--- src/rtl/player_input_regs.sv ---
// Player input peripheral: synchronises and debounces both players' door
// switches, latches the first one-hot door choice per player, latches
// time_up rising edges, and exposes STATUS/RAW on the core's read bus with
// clear-on-read of STATUS.
`timescale 1ns/1ps

module player_input_regs #(
    parameter int unsigned DEBOUNCE_CYCLES = 250_000,
    parameter int unsigned CNT_W           = 18,
    parameter logic [31:0] BASE_ADDR       = 32'h0000_0100
) (
    input  logic        clk,
    input  logic        reset,
    input  logic [3:0]  sw_j1,
    input  logic [3:0]  sw_j2,
    input  logic        time_up,
    input  logic [31:0] addr,
    input  logic        re,
    output logic [31:0] rd_data,
    output logic        rd_hit,
    output logic        event_pending
);

    localparam int unsigned SW_W = 4;
    localparam int unsigned N_PL = 2;
    localparam logic [CNT_W-1:0] CNT_LAST = CNT_W'(DEBOUNCE_CYCLES - 1);
    localparam logic [31:0] RAW_ADDR = BASE_ADDR + 32'd4;

    // Index 0 is player 1, index 1 is player 2.
    logic [N_PL-1:0][SW_W-1:0]  sw_in;
    logic [N_PL-1:0][SW_W-1:0]  sync1_q, sync1_d;
    logic [N_PL-1:0][SW_W-1:0]  sync2_q, sync2_d;
    logic [N_PL-1:0][SW_W-1:0]  deb_q, deb_d;
    logic [N_PL-1:0][CNT_W-1:0] cnt_q, cnt_d;
    logic [N_PL-1:0]            upd_q, upd_d;
    logic [N_PL-1:0]            valid_q, valid_d;
    logic [N_PL-1:0][1:0]       choice_q, choice_d;
    logic                       tu_prev_q, tu_prev_d;
    logic                       tu_seen_q, tu_seen_d;
    logic                       event_pending_q, event_pending_d;
    logic                       clr_c;
    logic [N_PL-1:0]            latch_c;

    assign sw_in = {sw_j2, sw_j1};

    function automatic logic is_onehot(input logic [SW_W-1:0] v);
        return (v != '0) && ((v & (v - SW_W'(1))) == '0);
    endfunction

    function automatic logic [1:0] onehot_idx(input logic [SW_W-1:0] v);
        logic [1:0] idx;
        idx = '0;
        for (int b = 0; b < int'(SW_W); b++) begin
            if (v[b]) idx = 2'(b);
        end
        return idx;
    endfunction

    // Next-state: sync pipeline, debounce, choice latch, time_up edge, clear-on-read.
    always_comb begin
        sync1_d         = sw_in;
        sync2_d         = sync1_q;
        deb_d           = deb_q;
        cnt_d           = cnt_q;
        upd_d           = '0;
        valid_d         = valid_q;
        choice_d        = choice_q;
        latch_c         = '0;
        clr_c           = re && (addr == BASE_ADDR);

        for (int p = 0; p < int'(N_PL); p++) begin
            // Choice uses the debounced vector one edge after it was updated;
            // a new latch beats a simultaneous clear.
            latch_c[p] = upd_q[p] && is_onehot(deb_q[p]) && !valid_q[p];
            if (latch_c[p]) begin
                valid_d[p]  = 1'b1;
                choice_d[p] = onehot_idx(deb_q[p]);
            end else if (clr_c) begin
                valid_d[p]  = 1'b0;
                choice_d[p] = 2'd0;
            end

            // Count consecutive cycles the synced vector disagrees with d.
            if (sync2_q[p] == deb_q[p]) begin
                cnt_d[p] = '0;
            end else if (cnt_q[p] == CNT_LAST) begin
                deb_d[p] = sync2_q[p];
                cnt_d[p] = '0;
                upd_d[p] = 1'b1;
            end else begin
                cnt_d[p] = cnt_q[p] + CNT_W'(1);
            end
        end

        tu_prev_d       = time_up;
        tu_seen_d       = (time_up && !tu_prev_q) || (tu_seen_q && !clr_c);
        event_pending_d = (|valid_d) || tu_seen_d;
    end

    // State registers with asynchronous active-low clear.
    always_ff @(posedge clk or negedge reset) begin
        if (!reset) begin
            sync1_q         <= '0;
            sync2_q         <= '0;
            deb_q           <= '0;
            cnt_q           <= '0;
            upd_q           <= '0;
            valid_q         <= '0;
            choice_q        <= '0;
            tu_prev_q       <= 1'b0;
            tu_seen_q       <= 1'b0;
            event_pending_q <= 1'b0;
        end else begin
            sync1_q         <= sync1_d;
            sync2_q         <= sync2_d;
            deb_q           <= deb_d;
            cnt_q           <= cnt_d;
            upd_q           <= upd_d;
            valid_q         <= valid_d;
            choice_q        <= choice_d;
            tu_prev_q       <= tu_prev_d;
            tu_seen_q       <= tu_seen_d;
            event_pending_q <= event_pending_d;
        end
    end

    // Zero-latency read decode.
    always_comb begin
        rd_data = '0;
        rd_hit  = 1'b0;
        if (addr == BASE_ADDR) begin
            rd_hit       = 1'b1;
            rd_data[0]   = valid_q[0];
            rd_data[1]   = valid_q[1];
            rd_data[3:2] = choice_q[0];
            rd_data[5:4] = choice_q[1];
            rd_data[8]   = tu_seen_q;
        end else if (addr == RAW_ADDR) begin
            rd_hit       = 1'b1;
            rd_data[3:0] = deb_q[0];
            rd_data[7:4] = deb_q[1];
        end
    end

    assign event_pending = event_pending_q;

endmodule

--- config.mk ---
export PLATFORM = sky130hd
export DESIGN_NAME = player_input_regs
export DESIGN_NICKNAME = d
export VERILOG_FILES = /design/src/rtl/player_input_regs.sv
export SDC_FILE = /design/constraint.sdc
export NUM_CORES = 1
export LEC_CHECK = 0
export ABC_AREA = 1
export CAP_MARGIN = 5
export CORE_UTILIZATION = 47
export DETAILED_ROUTE_END_ITERATION = 10
export PLACE_DENSITY_LB_ADDON = 0.05
export SYNTH_ARGS = -nofsm -noshare
export SYNTH_HDL_FRONTEND = slang
export SYNTH_SLANG_ARGS = --single-unit
--- constraint.sdc ---
create_clock -name clk -period 1.6 [get_ports clk]
set_clock_uncertainty 0.2 [all_clocks]
set_input_delay 0.16 -clock clk [delete_from_list [all_inputs] [get_ports clk]]
set_output_delay 0.16 -clock clk [all_outputs]
set_load 0.02 [all_outputs]
==> run_results.csv <==
group,metric,value,unit
run_status,status,"complete, but fails checks",
run_status,failed_checks,"negative setup slack",
sta,hold-worst-slack,0.0503,ns
power_and_ir_drop,pwr-share-comb,0.225,
critical_path,worstRegToRegCells,9,
logic_synthesis,post-synth-top-count-cell,"nor2_1",
floorplanning,placementRows,32,
cts,numCtsBuffers,9,
critical_path,startpoint_type,"register",
cts,cts_buffer_depth,2,
global_routing,grt_max_degree,72,
critical_path,crit_end,"cnt_q[34]$_DFF_PN0_",
floorplanning,die_h,92.0,um
placement,place_hpwl,5870,um
routing,via_per_inst,4.75,
power_and_ir_drop,power_switching,1390,uW
job,maxCapViolCount,0,
power_and_ir_drop,p_clk_frac,0.288,
routing,finalWirelength,8810,um
logic_synthesis,ys_types,38,
global_routing,grt_pass1_vias,3250,
logic_synthesis,ys.flop_type,"dfrtp_1",
logic_synthesis,async_flop_share,1.00,
logic_synthesis,syn_area,0.00381,sq mm
logic_synthesis,ys_top_cells_by_count,"nor2_1 (72), dfrtp_1 (71), nand2_1 (66)",
logic_synthesis,ys_seq_area_frac,0.467,
sta,finalSetupViolCount,21,
logic_synthesis,synth_compound_area_frac,0.0533,
cts,clk_pin_slew,0.08,ns
cts,cts_root_buffer,"clkbuf_8",
logic_synthesis,yosys_warnings,0,
placement,dp_cells,667,
floorplanning,dieArea,0.00846,sq mm
power_and_ir_drop,power.leakage,0.00265,uW
routing,firstDrtPassIters,5,
placement,io_buffers,54,
sta,fmax,606,MHz
power_and_ir_drop,power.density,788,mW/mm^2
routing,antenna_left,0,
finish,multi_input_area,0.00213,sq mm
critical_path,worstSetupEndpointType,"register",
sta,period_minus_slack,1.65,ns
routing,drc,0,
floorplanning,io_pins,78,
cts,cts_max_level,3,
power_and_ir_drop,peakVddDrop,769,uV
logic_synthesis,synthCells,456,
sta,rsz0062_at_grt,"true",
global_routing,grt_pass1_wl,14300,um
logic_synthesis,synth-simple-area-share,0.304,
logic_synthesis,synth_top_area_frac,0.467,
cts,cts_tree,"built",
finish,layout.cells.non_filler,701,
critical_path,crit_fanout,4,
global_routing,antenna_found_initial,0,
critical_path,crit_arrival,1.69,ns
routing,via_count,3331,
finish,register_area,0.00178,sq mm
logic_synthesis,synth_edf_count,0,
worst_hold_path,min_path_type,"in -> reg",
floorplanning,design.core.area,0.00777,sq mm
global_routing,gr-total-overflow,0,
logic_synthesis,synthAdderAreaFrac,0.00657,
power_and_ir_drop,power_frac_seq,0.487,
logic_synthesis,ys_seq_elements,71,
sta,period_share,1.03,
logic_synthesis,synth_area_leaders,"dfrtp_1 (47%), nor2_1 (7.1%), nand2_1 (6.5%), inv_1 (6.4%), buf_4 (4.5%)",
finish,fin_nets,640,
power_and_ir_drop,power.share.switching,0.318,
critical_path,regToRegSetupSlack,-0.05,ns
placement,pre_cts_ws,-1.01,ns
sta,finalHoldViolations,0,
finish,final.fill_count,619,
logic_synthesis,syn_avg_cell_area,8.35,sq um
finish,utilization,0.715,
logic_synthesis,synth_top_family_by_area,"simple AND/OR/NAND/NOR gates",
floorplanning,initial_core_util,0.490,
floorplanning,die_w,92.0,um
finish,syn2layout_area_growth,45.9,%
cts,clk_latency,0.34,ns
critical_path,worstSetupStartpoint,"cnt_q[19]$_DFF_PN0_",
sta,final.setup.worst_slack,-0.0505,ns
critical_path,cp.required,1.64,ns
logic_synthesis,synthMuxAreaShare,0,
critical_path,reg2reg_to,"cnt_q[34]$_DFF_PN0_",
logic_synthesis,synth_xor_area_frac,0.0460,
global_routing,grt_use_total,0.213,
finish,post_route_cells_drive_above_1_share,0.444,
critical_path,crit_type,"reg -> reg",
routing,drt_iter0_markers,115,
critical_path,rr_startpoint,"cnt_q[19]$_DFF_PN0_",
cts,cts.sinks,71,
placement,gp_congestion,0.825,
finish,diodes,0,
routing,post_drt_wl_per_cell,12.6,um
power_and_ir_drop,p_int,2990,uW
logic_synthesis,synth_top_cell_by_area,"dfrtp_1",
sta,drv_slew,0,
power by group through the flow:
stage | registers (uW) | logic [uW] | clock network (uW)
finish | 2130 | 983 | 1260
global route | 2150 | 1080 | 1390
CTS | 2120 | 912 | 1320
detailed placement | 2110 | 815 | 0
global placement | 2100 | 787 | 0
floorplan | 2100 | 493 | 0
flip-flops by register name (all words and copies together) (netlist names):
| signal | flops |
|---|---|
| upd_q | 2 |
| deb_q | 8 |
| valid_q | 2 |
| event_pending | 1 |
| tu_prev_q | 1 |
| choice_q | 4 |
| sync1_q | 8 |
| sync2_q | 8 |
| tu_seen_q | 1 |
| cnt_q | 36 |
per-stage QoR:
step           instance area [sq um]  total power, uW  setup TNS, ns
2_1_floorplan                   3890             2590              0
3_3_place_gp                    4820             2890         -11.64
3_5_place_dp                    4820             2920         -12.97
4_1_cts                         5320             4350         -0.813
5_1_grt                         5550             4620          -4.07
6_report                        5550             4380         -0.402
layout make-up:
cell class / count / area share
tap: 102 / 0.0230
clock inverter: 7 / 0.00856
sequential: 71 / 0.320
multi-input combinational: 311 / 0.384
inverter: 72 / 0.0509
clock buffer: 9 / 0.0223
timing repair buffer: 129 / 0.192
critical path, stage by stage (launching register included):
cell,delay (ns)
dfrtp_1,0.42
ha_4,0.17
nand2_4,0.06
nor2_8,0.12
nand3_4,0.08
inv_2,0.07
nand3_2,0.09
nor2_2,0.12
xor2_1,0.17
nor2_1,0.05
timing repair:
action | 4_1_cts | 5_1_grt
hold endpoints to repair | 71 | 0
setup endpoints to repair | 45 | 56
setup buffers | 10 | 6
cloned | 1 | 0
hold buffers | 1 | 0
pin swaps | 55 | 57
resized for setup | 215 | 100
layout by cell type (no fill, tap or decap), drive strengths merged:
master / instances
nand3b: 1
a21oi: 16
conb: 23
inv: 73
buf: 97
xnor2: 5
nand4: 8
ha: 2
nor3b: 6
nand3: 29
o21ai: 17
o22ai: 2
nor2: 82
nand2: 71
nor4: 2
and2: 2
clkinvlp: 2
clkbuf: 29
clkinv: 4
dfrtp: 71
xor2: 15
dlygate4sd3: 1
a31oi: 1
dlygate4sd2: 1
clkdlybuf4s50: 10
or2: 5
nor3: 24
how the worst min path moves through the flow:
stage	to	cells past startpoint	slack [ns]	start
after floorplan	choice_q[0]$_DFFE_PN0P_	0	-0.34	reset
after global placement	sync2_q[3]$_DFF_PN0_	2	0.02	reset
after detailed placement	sync2_q[3]$_DFF_PN0_	2	0.02	reset
after CTS	sync1_q[2]$_DFF_PN0_	1	0.03	sw_j1[2]
after global routing	sync1_q[5]$_DFF_PN0_	1	0.03	sw_j2[1]
final	sync1_q[2]$_DFF_PN0_	1	0.05	sw_j1[2]
cell families (layout without fill, tap and decap cells):
family | Yosys count | count (layout)
AND/OR/NAND/NOR | 229 | 230
buffers and inverters | 97 | 217
flip-flops | 71 | 71
AO/OA/AOI/OAI | 36 | 36
XOR/XNOR | 20 | 20
adder cells (fa/ha/maj) | 2 | 2
other | 1 | 23
per-layer routing:
metal	wire, um	track usage
met5	0	0
met3	496	0.0531
met1	3750	0.262
met4	50	0.0586
met2	4510	0.370
(Power assumes the default switching activity.)
